==> config.mk <==
export PLATFORM = sky130hd
export DESIGN_NAME = hs_env_4phase
export DESIGN_NICKNAME = d
export VERILOG_FILES = /design/src/rtl/hs_env_4phase.sv
export SDC_FILE = /design/constraint.sdc
export NUM_CORES = 1
export LEC_CHECK = 0
export CAP_MARGIN = 40
export CORE_ASPECT_RATIO = 1.2
export CORE_MARGIN = 3
export CORE_UTILIZATION = 53
export CTS_CLUSTER_SIZE = 20
export DETAILED_ROUTE_END_ITERATION = 16
export GPL_TIMING_DRIVEN = 0
export PLACE_DENSITY = 0.8
export SYNTH_ARGS = -nofsm -noshare
export SYNTH_HDL_FRONTEND = slang
export SYNTH_SLANG_ARGS = --single-unit
==> constraint.sdc <==
create_clock -name clk -period 3.9 [get_ports clk]
set_clock_uncertainty 0.1 [all_clocks]
set_input_delay 0.39 -clock clk [delete_from_list [all_inputs] [get_ports clk]]
set_output_delay 0.39 -clock clk [all_outputs]
set_load 0.02 [all_outputs]
==> src/rtl/hs_env_4phase.sv <==
// hs_env_4phase: 4-phase handshake environment for the MSFSM half-buffer controller.
// Acts as left-side source (drives Ri, consumes Ao) and right-side sink
// (consumes Ro, drives Ai). It applies programmable response delays, counts
// tokens and latches the first protocol violation.
module hs_env_4phase #(
    parameter int unsigned DELAY_W = 4,
    parameter int unsigned CNT_W   = 16
) (
    input  logic               clk,
    input  logic               reset,
    input  logic               start,
    input  logic [CNT_W-1:0]   num_tokens,
    input  logic [DELAY_W-1:0] src_delay,
    input  logic [DELAY_W-1:0] snk_delay,
    input  logic               e_Ro_PLUS,
    input  logic               e_Ro_MINUS,
    input  logic               e_Ao_PLUS,
    input  logic               e_Ao_MINUS,
    output logic               Ri_PLUS_,
    output logic               Ri_MINUS_,
    output logic               Ai_PLUS_,
    output logic               Ai_MINUS_,
    output logic               ri,
    output logic               ai,
    output logic               ro,
    output logic               ao,
    output logic [CNT_W-1:0]   sent_cnt,
    output logic [CNT_W-1:0]   recv_cnt,
    output logic               done,
    output logic               proto_err,
    output logic [2:0]         err_code
);

    typedef enum logic [2:0] {S_IDLE, S_RISE, S_REQ, S_FALL, S_REL} src_state_t;
    typedef enum logic [1:0] {K_WAIT, K_RISE, K_ACK, K_FALL} snk_state_t;

    src_state_t         src_q, src_d;
    snk_state_t         snk_q, snk_d;
    logic [DELAY_W-1:0] src_cnt_q, src_cnt_d;
    logic [DELAY_W-1:0] snk_cnt_q, snk_cnt_d;
    logic [CNT_W-1:0]   rem_q, rem_d;
    logic [CNT_W-1:0]   sent_q, sent_d;
    logic [CNT_W-1:0]   recv_q, recv_d;
    logic               ri_q, ri_d;
    logic               ai_q, ai_d;
    logic               ro_q, ro_d;
    logic               ao_q, ao_d;
    logic               done_q, done_d;
    logic               run_q, run_d;
    logic               err_q, err_d;
    logic [2:0]         code_q, code_d;
    logic               start_ok;
    logic [2:0]         ro_code, ao_code, vcode;

    // State register: synchronous active-high reset discards any pending delay.
    always_ff @(posedge clk) begin
        if (reset) begin
            src_q     <= S_IDLE;
            snk_q     <= K_WAIT;
            src_cnt_q <= '0;
            snk_cnt_q <= '0;
            rem_q     <= '0;
            sent_q    <= '0;
            recv_q    <= '0;
            ri_q      <= 1'b0;
            ai_q      <= 1'b0;
            ro_q      <= 1'b0;
            ao_q      <= 1'b0;
            done_q    <= 1'b0;
            run_q     <= 1'b0;
            err_q     <= 1'b0;
            code_q    <= '0;
        end else begin
            src_q     <= src_d;
            snk_q     <= snk_d;
            src_cnt_q <= src_cnt_d;
            snk_cnt_q <= snk_cnt_d;
            rem_q     <= rem_d;
            sent_q    <= sent_d;
            recv_q    <= recv_d;
            ri_q      <= ri_d;
            ai_q      <= ai_d;
            ro_q      <= ro_d;
            ao_q      <= ao_d;
            done_q    <= done_d;
            run_q     <= run_d;
            err_q     <= err_d;
            code_q    <= code_d;
        end
    end

    // Source next state: a zero delay applies the ri change at the trigger edge itself.
    always_comb begin
        src_d     = src_q;
        src_cnt_d = src_cnt_q;
        rem_d     = rem_q;
        sent_d    = sent_q;
        ri_d      = ri_q;
        start_ok  = 1'b0;
        case (src_q)
            S_IDLE: begin
                if (start && (num_tokens != '0)) begin
                    start_ok = 1'b1;
                    rem_d    = num_tokens;
                    sent_d   = '0;
                    if (src_delay == '0) begin
                        ri_d  = 1'b1;
                        src_d = S_REQ;
                    end else begin
                        src_cnt_d = src_delay;
                        src_d     = S_RISE;
                    end
                end
            end
            S_RISE: begin
                if (src_cnt_q <= DELAY_W'(1)) begin
                    ri_d  = 1'b1;
                    src_d = S_REQ;
                end else begin
                    src_cnt_d = src_cnt_q - DELAY_W'(1);
                end
            end
            S_REQ: begin
                if (e_Ao_PLUS) begin
                    if (src_delay == '0) begin
                        ri_d  = 1'b0;
                        src_d = S_REL;
                    end else begin
                        src_cnt_d = src_delay;
                        src_d     = S_FALL;
                    end
                end
            end
            S_FALL: begin
                if (src_cnt_q <= DELAY_W'(1)) begin
                    ri_d  = 1'b0;
                    src_d = S_REL;
                end else begin
                    src_cnt_d = src_cnt_q - DELAY_W'(1);
                end
            end
            S_REL: begin
                if (e_Ao_MINUS) begin
                    sent_d = sent_q + CNT_W'(1);
                    rem_d  = rem_q - CNT_W'(1);
                    if (rem_d == '0) begin
                        src_d = S_IDLE;
                    end else if (src_delay == '0) begin
                        ri_d  = 1'b1;
                        src_d = S_REQ;
                    end else begin
                        src_cnt_d = src_delay;
                        src_d     = S_RISE;
                    end
                end
            end
            default: src_d = S_IDLE;
        endcase
    end

    // Sink next state: always armed; ai follows Ro events after the sink delay.
    always_comb begin
        snk_d     = snk_q;
        snk_cnt_d = snk_cnt_q;
        recv_d    = recv_q;
        ai_d      = ai_q;
        case (snk_q)
            K_WAIT: begin
                if (e_Ro_PLUS) begin
                    if (snk_delay == '0) begin
                        ai_d  = 1'b1;
                        snk_d = K_ACK;
                    end else begin
                        snk_cnt_d = snk_delay;
                        snk_d     = K_RISE;
                    end
                end
            end
            K_RISE: begin
                if (snk_cnt_q <= DELAY_W'(1)) begin
                    ai_d  = 1'b1;
                    snk_d = K_ACK;
                end else begin
                    snk_cnt_d = snk_cnt_q - DELAY_W'(1);
                end
            end
            K_ACK: begin
                if (e_Ro_MINUS) begin
                    if (snk_delay == '0) begin
                        ai_d   = 1'b0;
                        recv_d = recv_q + CNT_W'(1);
                        snk_d  = K_WAIT;
                    end else begin
                        snk_cnt_d = snk_delay;
                        snk_d     = K_FALL;
                    end
                end
            end
            K_FALL: begin
                if (snk_cnt_q <= DELAY_W'(1)) begin
                    ai_d   = 1'b0;
                    recv_d = recv_q + CNT_W'(1);
                    snk_d  = K_WAIT;
                end else begin
                    snk_cnt_d = snk_cnt_q - DELAY_W'(1);
                end
            end
            default: snk_d = K_WAIT;
        endcase
    end

    // Mirror levels, first-violation capture and run completion.
    // A +/- pair on one signal is reported as code 5 in place of that signal's
    // level checks; otherwise a clean pair could never be distinguished.
    always_comb begin
        ro_d = e_Ro_PLUS ? 1'b1 : (e_Ro_MINUS ? 1'b0 : ro_q);
        ao_d = e_Ao_PLUS ? 1'b1 : (e_Ao_MINUS ? 1'b0 : ao_q);

        ro_code = 3'd0;
        if (e_Ro_PLUS && e_Ro_MINUS)                     ro_code = 3'd5;
        else if (e_Ro_PLUS && (ro_q || !ri_q || ai_q))   ro_code = 3'd1;
        else if (e_Ro_MINUS && (!ro_q || !ai_q))         ro_code = 3'd2;

        ao_code = 3'd0;
        if (e_Ao_PLUS && e_Ao_MINUS)                     ao_code = 3'd5;
        else if (e_Ao_PLUS && (ao_q || !ri_q))           ao_code = 3'd3;
        else if (e_Ao_MINUS && (!ao_q || ri_q))          ao_code = 3'd4;

        if (ro_code != 3'd0 && (ao_code == 3'd0 || ro_code <= ao_code)) vcode = ro_code;
        else                                                            vcode = ao_code;

        err_d  = err_q;
        code_d = code_q;
        if (!err_q && vcode != 3'd0) begin
            err_d  = 1'b1;
            code_d = vcode;
        end

        done_d = done_q;
        run_d  = run_q;
        if (start_ok) begin
            done_d = 1'b0;
            run_d  = 1'b1;
        end else if (run_q && src_d == S_IDLE && recv_d == sent_d && !ai_d) begin
            done_d = 1'b1;
            run_d  = 1'b0;
        end
    end

    // Outputs: all taken directly from registers.
    always_comb begin
        ri        = ri_q;
        ai        = ai_q;
        ro        = ro_q;
        ao        = ao_q;
        Ri_PLUS_  = ri_q;
        Ri_MINUS_ = ~ri_q;
        Ai_PLUS_  = ai_q;
        Ai_MINUS_ = ~ai_q;
        sent_cnt  = sent_q;
        recv_cnt  = recv_q;
        done      = done_q;
        proto_err = err_q;
        err_code  = code_q;
    end

endmodule

==> flow_summary.json <==
{
  "fill_cells": 653,
  "yosysWarningCount": 0,
  "cts_sinks": 71,
  "crit_slowest_cell": "or4_1",
  "layout.nets": 705,
  "cts_setup_buffers": 0,
  "rsz0062_at_grt": "false",
  "setup_viol": 0,
  "synthFlopType": "dfxtp_1",
  "synth-edff-count": 0,
  "finalPower_w": 0.002504,
  "finalMaxSlewViolations": 0,
  "clock_path_buffers": 2,
  "clock_latency_ns": 0.35,
  "clock_power_share_pct": 30.8,
  "fin_crit_sh_pct": 94.99,
  "path_class": "primary input to flip-flop",
  "route.detailed.drc": 0,
  "synth_fp_nets": 620,
  "antenna_found_initial": 0,
  "numCtsBuffers": 9,
  "cp_max_fo": 8,
  "worstSetupStartpoint": "num_tokens[8]",
  "critPathMaxStageDelay_ns": 0.58,
  "place_hpwl_mm": 9.169,
  "critPathTopFamily": "compound AO/OA/AOI/OAI gates",
  "slew_headroom_pct": 44.21,
  "grt_pass1_wl_mm": 19.84,
  "routedWlPerCell_um": 16.13,
  "diodes": 0,
  "vias": 4759,
  "track_usage_pct": 26.37,
  "cts_tree": "yes",
  "switchingPower_w": 0.0008833,
  "cts_resized": 0,
  "fp.dieW_um": 88.57,
  "holdWs_ns": 0.3640,
  "reg2reg_from": "snk_cnt_q[0]",
  "dieArea_mm2": 0.009306,
  "sw_frac_of_total_pct": 35.28,
  "ir_drop_uv": 231.6,
  "postCtsHoldBufs": 0,
  "crit_required_ns": 4.02,
  "path_cells": "clkdlybuf4s50_1 -> or4_1 -> o41a_1 -> o21ai_2 -> a21oi_1 -> xnor2_1 -> nand4_1 -> or4_1 -> o41a_1",
  "initial_utilization_pct": 55.31,
  "start_kind": "primary input",
  "core_area_mm2": 0.007839,
  "fin_crit_ns": 3.705,
  "status": "complete, no violations",
  "fin_area_mm2": 0.005455,
  "hold_class": "flip-flop to flip-flop",
  "ys_types": 55,
  "antenna_left": 0,
  "final-hold-violation-count": 0,
  "first_iter_violations": 336,
  "syn_inst": 578,
  "synth_area_mm2": 0.004335,
  "power_leakage_nw": 1.938,
  "grt_max_degree": 13,
  "cts-root-buf": "clkbuf_8",
  "async_reset_ff_share_pct": 0,
  "critPathBufInv": 1,
  "synth-seq-area-share_pct": 32.78,
  "p_seq_share_pct": 36.0,
  "avgSynthCellArea_um2": 7.501,
  "die_y_um": 105.1,
  "crit_path_end_kind": "flip-flop",
  "place.gp.congestion": 0.9426,
  "p_int_w": 0.001621,
  "row_count": 35,
  "hp-start": "err_code[0]",
  "syn_to_final_growth_pct": 25.83,
  "post-place-ws_ns": -0.1102,
  "combPwrFrac_pct": 33.2,
  "first_pass_iters": 6,
  "power.density_mw_per_mm2": 459.0,
  "grt_pass1_vias": 4282,
  "setup_tns_ns": 0,
  "fmax_ghz": 0.2699,
  "ys_ff_latch": 71,
  "crit_arrival_ns": 3.83,
  "maxCapViolCount": 0,
  "wl_mm": 12.26,
  "path_clk_slew_ns": 0.07,
  "place_area_mm2": 0.005191,
  "viasPerCell": 6.262,
  "setup_ws_ns": 0.1952,
  "tightest_slew_ns": 0.8369,
  "ios": 76,
  "portBuffers": 74,
  "drive_gt1_share_pct": 3.743,
  "grt.overflow.total": 0,
  "htree_levels": 3
}
cell families (layout without fill, tap and decap cells):
family / after synthesis / count (layout) / share of synthesized area (%)
flops: 71 / 71 / 32.78
mux: 6 / 6 / 1.414
buf+inv: 49 / 139 / 4.617
xor+xnor: 34 / 34 / 6.869
fa+ha+maj: 11 / 11 / 3.175
simple gates: 253 / 253 / 28.54
compound gates: 154 / 154 / 22.60
sequential cells by signal, summed over array words and instances, names as in the netlist, 2 cells and up:
signal     count
err_code       3
recv_cnt      16
rem_q         16
sent_cnt      16
snk_cnt_q      4
snk_q          2
src_cnt_q      4
src_q          3
power groups by stage:
stage	sequential (W)	clock, W	combinational, W
after floorplan	0.000906	0	0.000580
after global placement	0.000909	0	0.000803
after detailed placement	0.000913	0	0.000819
after CTS	0.000897	0.000774	0.000822
after global routing	0.000913	0.000806	0.000925
final	0.000900	0.000772	0.000832
cells in the mapped netlist (all sizes together), types with 4 or more instances:
| library cell | instances | area share, % |
|---|---|---|
| or4 | 7 | 1.2 |
| nand3b | 4 | 0.69 |
| mux2i | 5 | 1.2 |
| xor2 | 5 | 1.0 |
| inv | 17 | 1.5 |
| nand4 | 20 | 2.9 |
| a211oi | 7 | 1.2 |
| nor3b | 7 | 1.3 |
| buf | 6 | 0.89 |
| a22oi | 9 | 1.6 |
| clkbuf | 26 | 2.3 |
| and3 | 6 | 0.87 |
| o41ai | 4 | 0.81 |
| nor3 | 22 | 2.5 |
| nand2b | 9 | 1.3 |
| o211ai | 4 | 0.69 |
| ha | 11 | 3.2 |
| nor4 | 10 | 1.4 |
| nand2 | 55 | 4.8 |
| o22ai | 5 | 0.72 |
| nor2 | 83 | 7.2 |
| nand3 | 14 | 1.6 |
| o31a | 4 | 0.81 |
| o21ai | 38 | 4.5 |
| xnor2 | 29 | 5.9 |
| nor2b | 5 | 0.72 |
| dfxtp | 71 | 33 |
| a21oi | 49 | 5.7 |
| a2111oi | 11 | 2.2 |
per-stage QoR:
stage                     util, %  cells
after global placement      66.23    744
after floorplan                 -    578
final                       69.59    760
after detailed placement    66.23    744
after global routing        69.59    760
after CTS                   69.59    760
layer usage:
metal | GRT usage [%] | wire length, um | vias to the layer above
met2 | 44.87 | 6034 | 242
met3 | 3.628 | 808 | 39
met5 | 0 | 0 | -
li1 | - | - | 2284
met4 | 10.69 | 399 | 0
met1 | 32.73 | 5014 | 2194
placed cells by master, fill, tap and decap left out, types with 17 or more instances in the layout:
cell type / netlist / layout
a21oi_1: 49 / 49
clkbuf_1: 26 / 26
clkdlybuf4s50_1: 0 / 74
dfxtp_1: 71 / 71
inv_1: 17 / 17
nand2_1: 55 / 55
nand4_1: 20 / 20
nor2_1: 82 / 82
nor3_1: 22 / 22
o21ai_0: 33 / 33
xnor2_1: 29 / 29
worst paths after layout:
check | end | slack, ns | depth (start not counted)
worst max-delay path | run_q | 0.20 | 9
worst min-delay path | err_code[0] | 0.36 | 2
worst max register to register | run_q | 0.41 | 10
worst min register to register | err_code[0] | 0.36 | 2
final cells by class:
class,count,area [um2],area share [%]
buffer,32,136.4,2.500
tap,92,115.1,2.110
clock buffer,12,165.2,3.028
clock inverter,4,98.84,1.812
inverter,17,63.81,1.170
timing repair buffer,74,740.7,13.58
sequential,71,1421,26.05
multi-input combinational,458,2714,49.75
worst reg2reg max path, stage by stage, from the launching register on:
cell      delay, ns
dfxtp_1        0.39
inv_1          0.06
ha_1           0.23
o21ai_1        0.46
clkbuf_1       0.38
a21oi_1        0.14
xnor2_1        0.37
xnor2_1        0.18
nand4_1        0.14
or4_1          0.52
o41a_1         0.42
(Power assumes the default switching activity.)
